**src/rtl/ccff_chain_loader_if.sv**
```systemverilog
// rtl/ccff_chain_loader_if.sv - host word stream into the ccff chain loader
interface ccff_chain_loader_if #(
    parameter int WORD_W = 8
) ();
    logic              word_valid;
    logic [WORD_W-1:0] word_data;
    logic              word_ready;

    modport master (output word_valid, output word_data, input word_ready);
    modport slave  (input word_valid, input word_data, output word_ready);
endinterface

```
**src/rtl/ccff_chain_loader.sv**
```systemverilog
// rtl/ccff_chain_loader.sv - serializes host words MSB-first onto a ccff chain for CHAIN_LEN shifts
// Optional tail-compare verify pass is built only when CCFF_VERIFY_EN is defined.
module ccff_chain_loader #(
    parameter int CHAIN_LEN = 64,
    parameter int WORD_W    = 8,
    parameter int CNT_W     = $clog2(CHAIN_LEN + 1)
) (
    input  logic                prog_clk,
    input  logic                pReset,
    input  logic                start,
    input  logic                verify,
    ccff_chain_loader_if.slave  word_if,
    output logic                ccff_head,
    input  logic                ccff_tail,
    output logic                prog_clk_en,
    output logic                config_enable,
    output logic                busy,
    output logic                done,
    output logic [CNT_W-1:0]    mismatch_cnt
);
    localparam int SH_W = $clog2(WORD_W + 1);

    typedef enum logic [1:0] {IDLE, LOAD, DONE} state_t;

    state_t            r_state;
    state_t            w_next;
    logic [WORD_W-1:0] r_shift;
    logic [SH_W-1:0]   r_sh_cnt;
    logic [CNT_W-1:0]  r_fetch;
    logic [CNT_W-1:0]  r_bit_cnt;
    logic              r_busy;
    logic              r_cfg;
    logic              r_done;
    logic              w_shift;
    logic              w_ready;
    logic              w_accept;
    logic              w_start;
    logic [SH_W-1:0]   w_take;
    int                w_rem;

    // The final word may be only partly needed; only its top bits are counted in.
    always_comb begin
        w_rem  = CHAIN_LEN - int'(r_fetch);
        w_take = (w_rem < WORD_W) ? SH_W'(w_rem) : SH_W'(WORD_W);
    end

    always_ff @(posedge prog_clk or posedge pReset) begin
        if (pReset) begin
            r_state <= IDLE;
        end else begin
            r_state <= w_next;
        end
    end

    always_comb begin
        w_next  = r_state;
        w_shift = 1'b0;
        w_ready = 1'b0;
        w_start = 1'b0;
        case (r_state)
            IDLE: begin
                w_start = start;
                if (start) w_next = LOAD;
            end
            LOAD: begin
                w_shift = (r_sh_cnt != '0);
                w_ready = (r_fetch < CNT_W'(CHAIN_LEN)) && (r_sh_cnt <= SH_W'(1));
                if (w_shift && (r_bit_cnt == CNT_W'(CHAIN_LEN - 1))) w_next = DONE;
            end
            DONE: w_next = IDLE;
            default: w_next = IDLE;
        endcase
    end

    assign w_accept           = w_ready && word_if.word_valid;
    assign word_if.word_ready = w_ready;
    assign prog_clk_en        = w_shift;
    assign ccff_head          = r_shift[WORD_W-1];
    assign config_enable      = r_cfg;
    assign busy               = r_busy;
    assign done               = r_done;

    always_ff @(posedge prog_clk or posedge pReset) begin
        if (pReset) begin
            r_shift   <= '0;
            r_sh_cnt  <= '0;
            r_fetch   <= '0;
            r_bit_cnt <= '0;
            r_busy    <= 1'b0;
            r_cfg     <= 1'b0;
            r_done    <= 1'b0;
        end else begin
            r_busy <= (w_next != IDLE);
            r_cfg  <= (w_next != IDLE);
            r_done <= (w_next == DONE);
            if (w_start) begin
                r_shift   <= '0;
                r_sh_cnt  <= '0;
                r_fetch   <= '0;
                r_bit_cnt <= '0;
            end else begin
                if (w_shift) r_bit_cnt <= r_bit_cnt + CNT_W'(1);
                // A new word overwrites the register on the edge its last old bit leaves.
                if (w_accept) begin
                    r_shift  <= word_if.word_data;
                    r_sh_cnt <= w_take;
                    r_fetch  <= r_fetch + CNT_W'(w_take);
                end else if (w_shift) begin
                    r_shift  <= {r_shift[WORD_W-2:0], 1'b0};
                    r_sh_cnt <= r_sh_cnt - SH_W'(1);
                end
            end
        end
    end

`ifdef CCFF_VERIFY_EN
    logic             r_vmode;
    logic [CNT_W-1:0] r_mm;

    always_ff @(posedge prog_clk or posedge pReset) begin
        if (pReset) begin
            r_vmode <= 1'b0;
            r_mm    <= '0;
        end else if (w_start) begin
            r_vmode <= verify;
            r_mm    <= '0;
        end else if (w_shift && r_vmode && (ccff_tail != r_shift[WORD_W-1]) && (r_mm != '1)) begin
            r_mm <= r_mm + CNT_W'(1);
        end
    end

    assign mismatch_cnt = r_mm;
`else
    logic w_unused;
    assign w_unused     = ^{verify, ccff_tail};
    assign mismatch_cnt = '0;
`endif
endmodule

```
**src/flat_wrapper.sv**
```systemverilog
// flat-port wrapper written by rule: the top's interface ports become plain ports
module ccff_chain_loader_flat 
#(
    parameter int CHAIN_LEN = 64,
    parameter int WORD_W    = 8,
    parameter int CNT_W     = $clog2(CHAIN_LEN + 1)
)
  (prog_clk, pReset, start, verify, ccff_head, ccff_tail, prog_clk_en, config_enable, busy, done, mismatch_cnt, word_if_word_valid, word_if_word_data, word_if_word_ready);
  ccff_chain_loader_if #(.WORD_W(WORD_W)) word_if_i ();
  input  logic prog_clk;
  input  logic pReset;
  input  logic start;
  input  logic verify;
  output logic ccff_head;
  input  logic ccff_tail;
  output logic prog_clk_en;
  output logic config_enable;
  output logic busy;
  output logic done;
  output logic [CNT_W-1:0] mismatch_cnt;
  input wire logic [$bits(word_if_i.word_valid)-1:0] word_if_word_valid;
  input wire logic [$bits(word_if_i.word_data)-1:0] word_if_word_data;
  output wire logic [$bits(word_if_i.word_ready)-1:0] word_if_word_ready;
  assign word_if_i.word_valid = word_if_word_valid;
  assign word_if_i.word_data = word_if_word_data;
  assign word_if_word_ready = word_if_i.word_ready;
  ccff_chain_loader #(.CHAIN_LEN(CHAIN_LEN), .WORD_W(WORD_W), .CNT_W(CNT_W)) u_core (.prog_clk(prog_clk), .pReset(pReset), .start(start), .verify(verify), .word_if(word_if_i), .ccff_head(ccff_head), .ccff_tail(ccff_tail), .prog_clk_en(prog_clk_en), .config_enable(config_enable), .busy(busy), .done(done), .mismatch_cnt(mismatch_cnt));
endmodule
```
**config.mk**
```make
export PLATFORM = sky130hd
export DESIGN_NAME = ccff_chain_loader_flat
export DESIGN_NICKNAME = d
export VERILOG_FILES = /design/src/rtl/ccff_chain_loader_if.sv /design/src/rtl/ccff_chain_loader.sv /design/src/flat_wrapper.sv
export SDC_FILE = /design/constraint.sdc
export NUM_CORES = 1
export LEC_CHECK = 0
export BUFFER_PORTS_ARGS = -buffer_cell sky130_fd_sc_hd__buf_4
export CORE_MARGIN = 2
export CORE_UTILIZATION = 25
export DETAILED_ROUTE_END_ITERATION = 7
export GPL_ROUTABILITY_DRIVEN = 1
export PLACE_DENSITY_LB_ADDON = 0.05
export SLEW_MARGIN = 20
export SYNTH_ARGS = -nofsm -noshare
export SYNTH_HDL_FRONTEND = slang
export SYNTH_SLANG_ARGS = --single-unit
```
**constraint.sdc**
```tcl
create_clock -name prog_clk -period 2.7 [get_ports prog_clk]
set_input_delay 0.27 -clock prog_clk [delete_from_list [all_inputs] [get_ports prog_clk]]
set_output_delay 0.27 -clock prog_clk [all_outputs]
set_load 0.005 [all_outputs]
```
Word-level counts from Yosys, hierarchy flattened
Index checks and enable logic that the tools add are counted.
- input port bits: 14
- output and inout bits: 13
- word-level logic and storage cells: 43
- register bits after elaboration: 30
- equal/unequal tests: 3
- multiplexer cells: 17
- reductions and logical operators: 9
- magnitude comparators: 3
- add/sub/neg operators: 4
- operators by type and width (kind ; number):
    $lt 32x5->1 const B ; 1
    $mux 7 ; 4
    $mux 8 ; 3
    $mux 4 ; 4
    $sub 7x7->8 const A ; 1
    $add 7x1->7 const B ; 1
    $add 7x4->7 ; 1
    $eq 7x6->1 const B ; 1
    $lt 7x7->1 const B ; 1
    $reduce_bool 2->1 ; 3
    $le 4x1->1 const B ; 1
    $mux 2 ; 2
    $pmux 2 s2 ; 1
    $reduce_bool 4->1 ; 1
    $sub 4x1->4 const B ; 1
    $logic_and 1x1->1 ; 3
    $mux 1 ; 3
    $reduce_bool 3->1 ; 1
    $eq 2x1->1 const B ; 1
    $eq 2x2->1 const B ; 1
    $logic_not 2->1 ; 1

Depth between registers and ports, before layout
- depth in word-level cells: 6
- gate-level depth with buffers: 11
- gate-level depth less buffers: 11

Worst setup path after synthesis
No wires, ideal clock.
- path type: reg2reg
- from: register u_core.r_fetch[1]
- to: register u_core.r_fetch[4]
- cell stages (with the launch flop): 11
- arrival time: 2520 ps
- setup slack: 101 ps
- path buffers: 0
- required time: 2621 ps
- setup time: 79 ps
- cell sequence: dfrtp_1 -> inv_1 -> ha_1 -> nor4_1 -> o311a_2 -> and2_1 -> fa_1 -> a31oi_1 -> o21ai_0 -> o21ai_2 -> mux2i_1
- word-level cells in the longest chain between the ends: 6
- ends and longest elaborated chain (what ; line ; source):
    from (decl) ; ccff_chain_loader.sv:29 ; logic [CNT_W-1:0] r_fetch;
    from (signal assigned) ; ccff_chain_loader.sv:107 ; r_fetch <= r_fetch + CNT_W'(w_take);
    $sub 7x7->8 ; ccff_chain_loader.sv:43 ; w_rem = CHAIN_LEN - int'(r_fetch);
    $lt 32x5->1 ; ccff_chain_loader.sv:44 ; w_take = (w_rem < WORD_W) ? SH_W'(w_rem) : SH_W'(WORD_W);
    $mux 4 ; ccff_chain_loader.sv:44 ;
    $add 7x4->7 ; ccff_chain_loader.sv:107 ;
    $mux 7 ; ccff_chain_loader.sv:104 ; if (w_accept) begin
    $mux 7 ; ccff_chain_loader.sv:96 ; if (w_start) begin
Parallel ways exist; a longest one is shown, timed or not. The select of a mux whose other input is x is not followed.
A chain may end at the register's enable or synchronous reset.

Worst setup path in the final report
- from: register u_core.r_fetch[0]
- to: register u_core.r_fetch[5]
The elaborated chain is that of the path after synthesis.

==> impl_metrics.tcl <==
set metrics [dict create \
    status "completed" \
    period_share 0.913 \
    cts_resized 0 \
    fin_util 0.310 \
    path_common_cell "ha_1" \
    ys_ff_latch 30 \
    io_pins 27 \
    fin_tns_setup_ps 0 \
    syn_inst 202 \
    max_cap_violations 0 \
    critPathRequiredTime_ps 2850 \
    grt_usage 0.131 \
    ys_seq_area_frac 0.410 \
    hp-class "in2async" \
    p_per_area_nw_per_um2 416 \
    first_iter_violations 74 \
    tightestPinTransition_ps 695 \
    ir_worst_vdd_v 0.000318 \
    gr-total-overflow 0 \
    fp-row-count 31 \
    synth_common_cells "30 x dfrtp_1, 24 x nand2_1, 20 x nor2_1" \
    rsz0062_at_grt "no" \
    synth_async_sr_flop_share 1.00 \
    crit_type "reg2reg" \
    ctsLongestPathBuffers 2 \
    initial_utilization 0.255 \
    slew_violations 0 \
    grt_pass1_vias 1593 \
    worstPathMaxFanout 5 \
    min_period_ps 2470 \
    synth.cell_area_um2 1830 \
    vias 1540 \
    max_stage_delay_ps 400 \
    globalplace.congestion 0.761 \
    hold_violations 0 \
    drc_errors 0 \
    cts_tree "done" \
    die_h_um 89.5 \
    root_buffer "clkbuf_8" \
    wl_per_cell_um 14.2 \
    port_buffers 17 \
    ctsHoldBuffers 0 \
    leakagePower_nw 0.980 \
    grt_pass1_wl_um 7970 \
    insertion_delay_ps 280 \
    synth_cell_types 48 \
    synth_top_area_share 0.410 \
    clock_sinks 30 \
    placed_area_um2 2100 \
    synth_most_common_cell "dfrtp_1" \
    dieWidth_um 89.5 \
    cts.clk_slew.worst_paths_ps 70 \
    stdcell_area_um2 2220 \
    routed_wl_um 4650 \
    h-tree-depth 2 \
    synth-main-ff-cell "dfrtp_1" \
    yosys-top-cells-area "dfrtp_1 41%, nand2_1 4.9%, nand3_1 4.7%, ha_1 4.1%, nor2_1 4.1%" \
    design.die.area_um2 8020 \
    end_kind "flop" \
    cts_made_buffers 5 \
    skew_ps 6.68 \
    synth.avg_cell_area_um2 9.06 \
    antenna_found_initial 0 \
    setup_viol 0 \
    dr.pass1.iters 4 \
    n_antenna_cell 0 \
    ant_nets 0 \
    cts_setup_buffers 0 \
    layout-drive-gt1-share 0.227 \
    synth_edf_count 0 \
    fmax_ghz 0.406 \
    fp.coreArea_um2 7180 \
    place.detailed.hpwl_um 3350 \
    fin_nets 249 \
    slowest_stage "dfrtp_2" \
    worstSetupStartpointType "flop" \
    path_cells "inv_1, ha_1, nor4_2, nand2_1, o311a_2, and2_1, ha_1, a21o_2, a21oi_1, o31ai_1, mux2i_1" \
    crit_arrival_ps 2620 \
    yosys.area.top_type "dfrtp_1" \
    via_per_inst 4.70 \
    grt_max_degree 31 \
    area_growth_pct 21.5 \
    relSlewSlack 0.535 \
    yosys_warnings 0 \
]
==> path summary, 6_finish.rpt <==
kind | startpoint | cells past startpoint | end | slack, ps
min in group prog_clk | word_if_word_data[0] | 3 | u_core.r_shift[0] | 180
worst min-delay path | pReset | 3 | u_core.r_bit_cnt[0] | 70
worst max-delay path | u_core.r_fetch[0] | 11 | u_core.r_fetch[5] | 230
worst min register to register | u_core.r_shift[0] | 2 | u_core.r_shift[0] | 510
max in group asynchronous | pReset | 3 | u_core.r_fetch[0] | 2310
worst max register to register | u_core.r_fetch[0] | 11 | u_core.r_fetch[5] | 230
==> placed cells by master (no fill, tap or decap), drive strengths merged, types with 3 or more instances in the layout <==
cell type,netlist,final
nor3,4,4
mux2i,4,4
nand3,17,17
nor2,20,20
nand2,24,24
inv,8,8
o21ai,6,6
buf,12,31
ha,6,6
clkbuf,6,5
a21oi,8,8
conb,1,7
nor4,4,4
nand2b,3,3
and2,3,3
nand4,3,3
xnor2,3,3
a31oi,10,10
dfrtp,30,30
xor2,5,5
==> routing by layer <==
metal  share of wire  GRT usage  vias to the layer above  routed length (µm)
met1            0.50      0.190                      740                2330
li1                -          -                      760                   -
met5               0          0                        -                   0
met4           0.013     0.0421                        0                  59
met3           0.042     0.0295                        7                 196
met2            0.44      0.193                       33                2060
==> critical path, delay by kind of cell (launching register included) <==
kind	cells	cell delay, ps
flip-flops	1	400
AO/OA/AOI/OAI	4	760
adder cells (fa/ha/maj)	2	490
buffers and inverters	1	50
AND/OR/NAND/NOR	3	490
multiplexers	1	130
==> per-stage QoR <==
step,hold WS (ps),setup slack (ps),cells,power [mW]
global placement,379,162,320,0.483
floorplan,361,101,208,0.474
global route,110,2.42,328,0.963
finish,69.2,234,328,0.926
detailed placement,391,95.9,320,0.484
CTS,79.5,76.8,328,0.941
==> power breakdown <==
group | switching (mW) | internal (mW) | total [mW]
Clock | 0.180 | 0.272 | 0.452
Sequential | 0 | 0.449 | 0.449
Combinational | 0.0135 | 0.0113 | 0.0248
Total | 0.194 | 0.732 | 0.926
==> layout make-up <==
type	instances	area, µm²
clock buffer	5	68.8
clock inverter	3	40.0
fill	778	4950
inverter	8	30.0
multi-input combinational	152	976
sequential	30	752
tap	99	124
timing repair buffer	31	233
==> registers in the layout (all words and copies together) (netlist names) <==
name,cells
u_core.busy,1
u_core.done,1
u_core.r_bit_cnt,7
u_core.r_fetch,7
u_core.r_sh_cnt,4
u_core.r_shift,8
u_core.r_state,2
==> logic make-up after synthesis <==
kind of cell / after synthesis / share of synthesized area
compound gates: 42 / 0.176
simple gates: 84 / 0.226
xor+xnor: 8 / 0.0383
fa+ha+maj: 7 / 0.0520
mux: 4 / 0.0219
other cells: 1 / 0.00205
buf+inv: 26 / 0.0732
flops: 30 / 0.410
No activity file was read; power rests on OpenSTA's default activity.
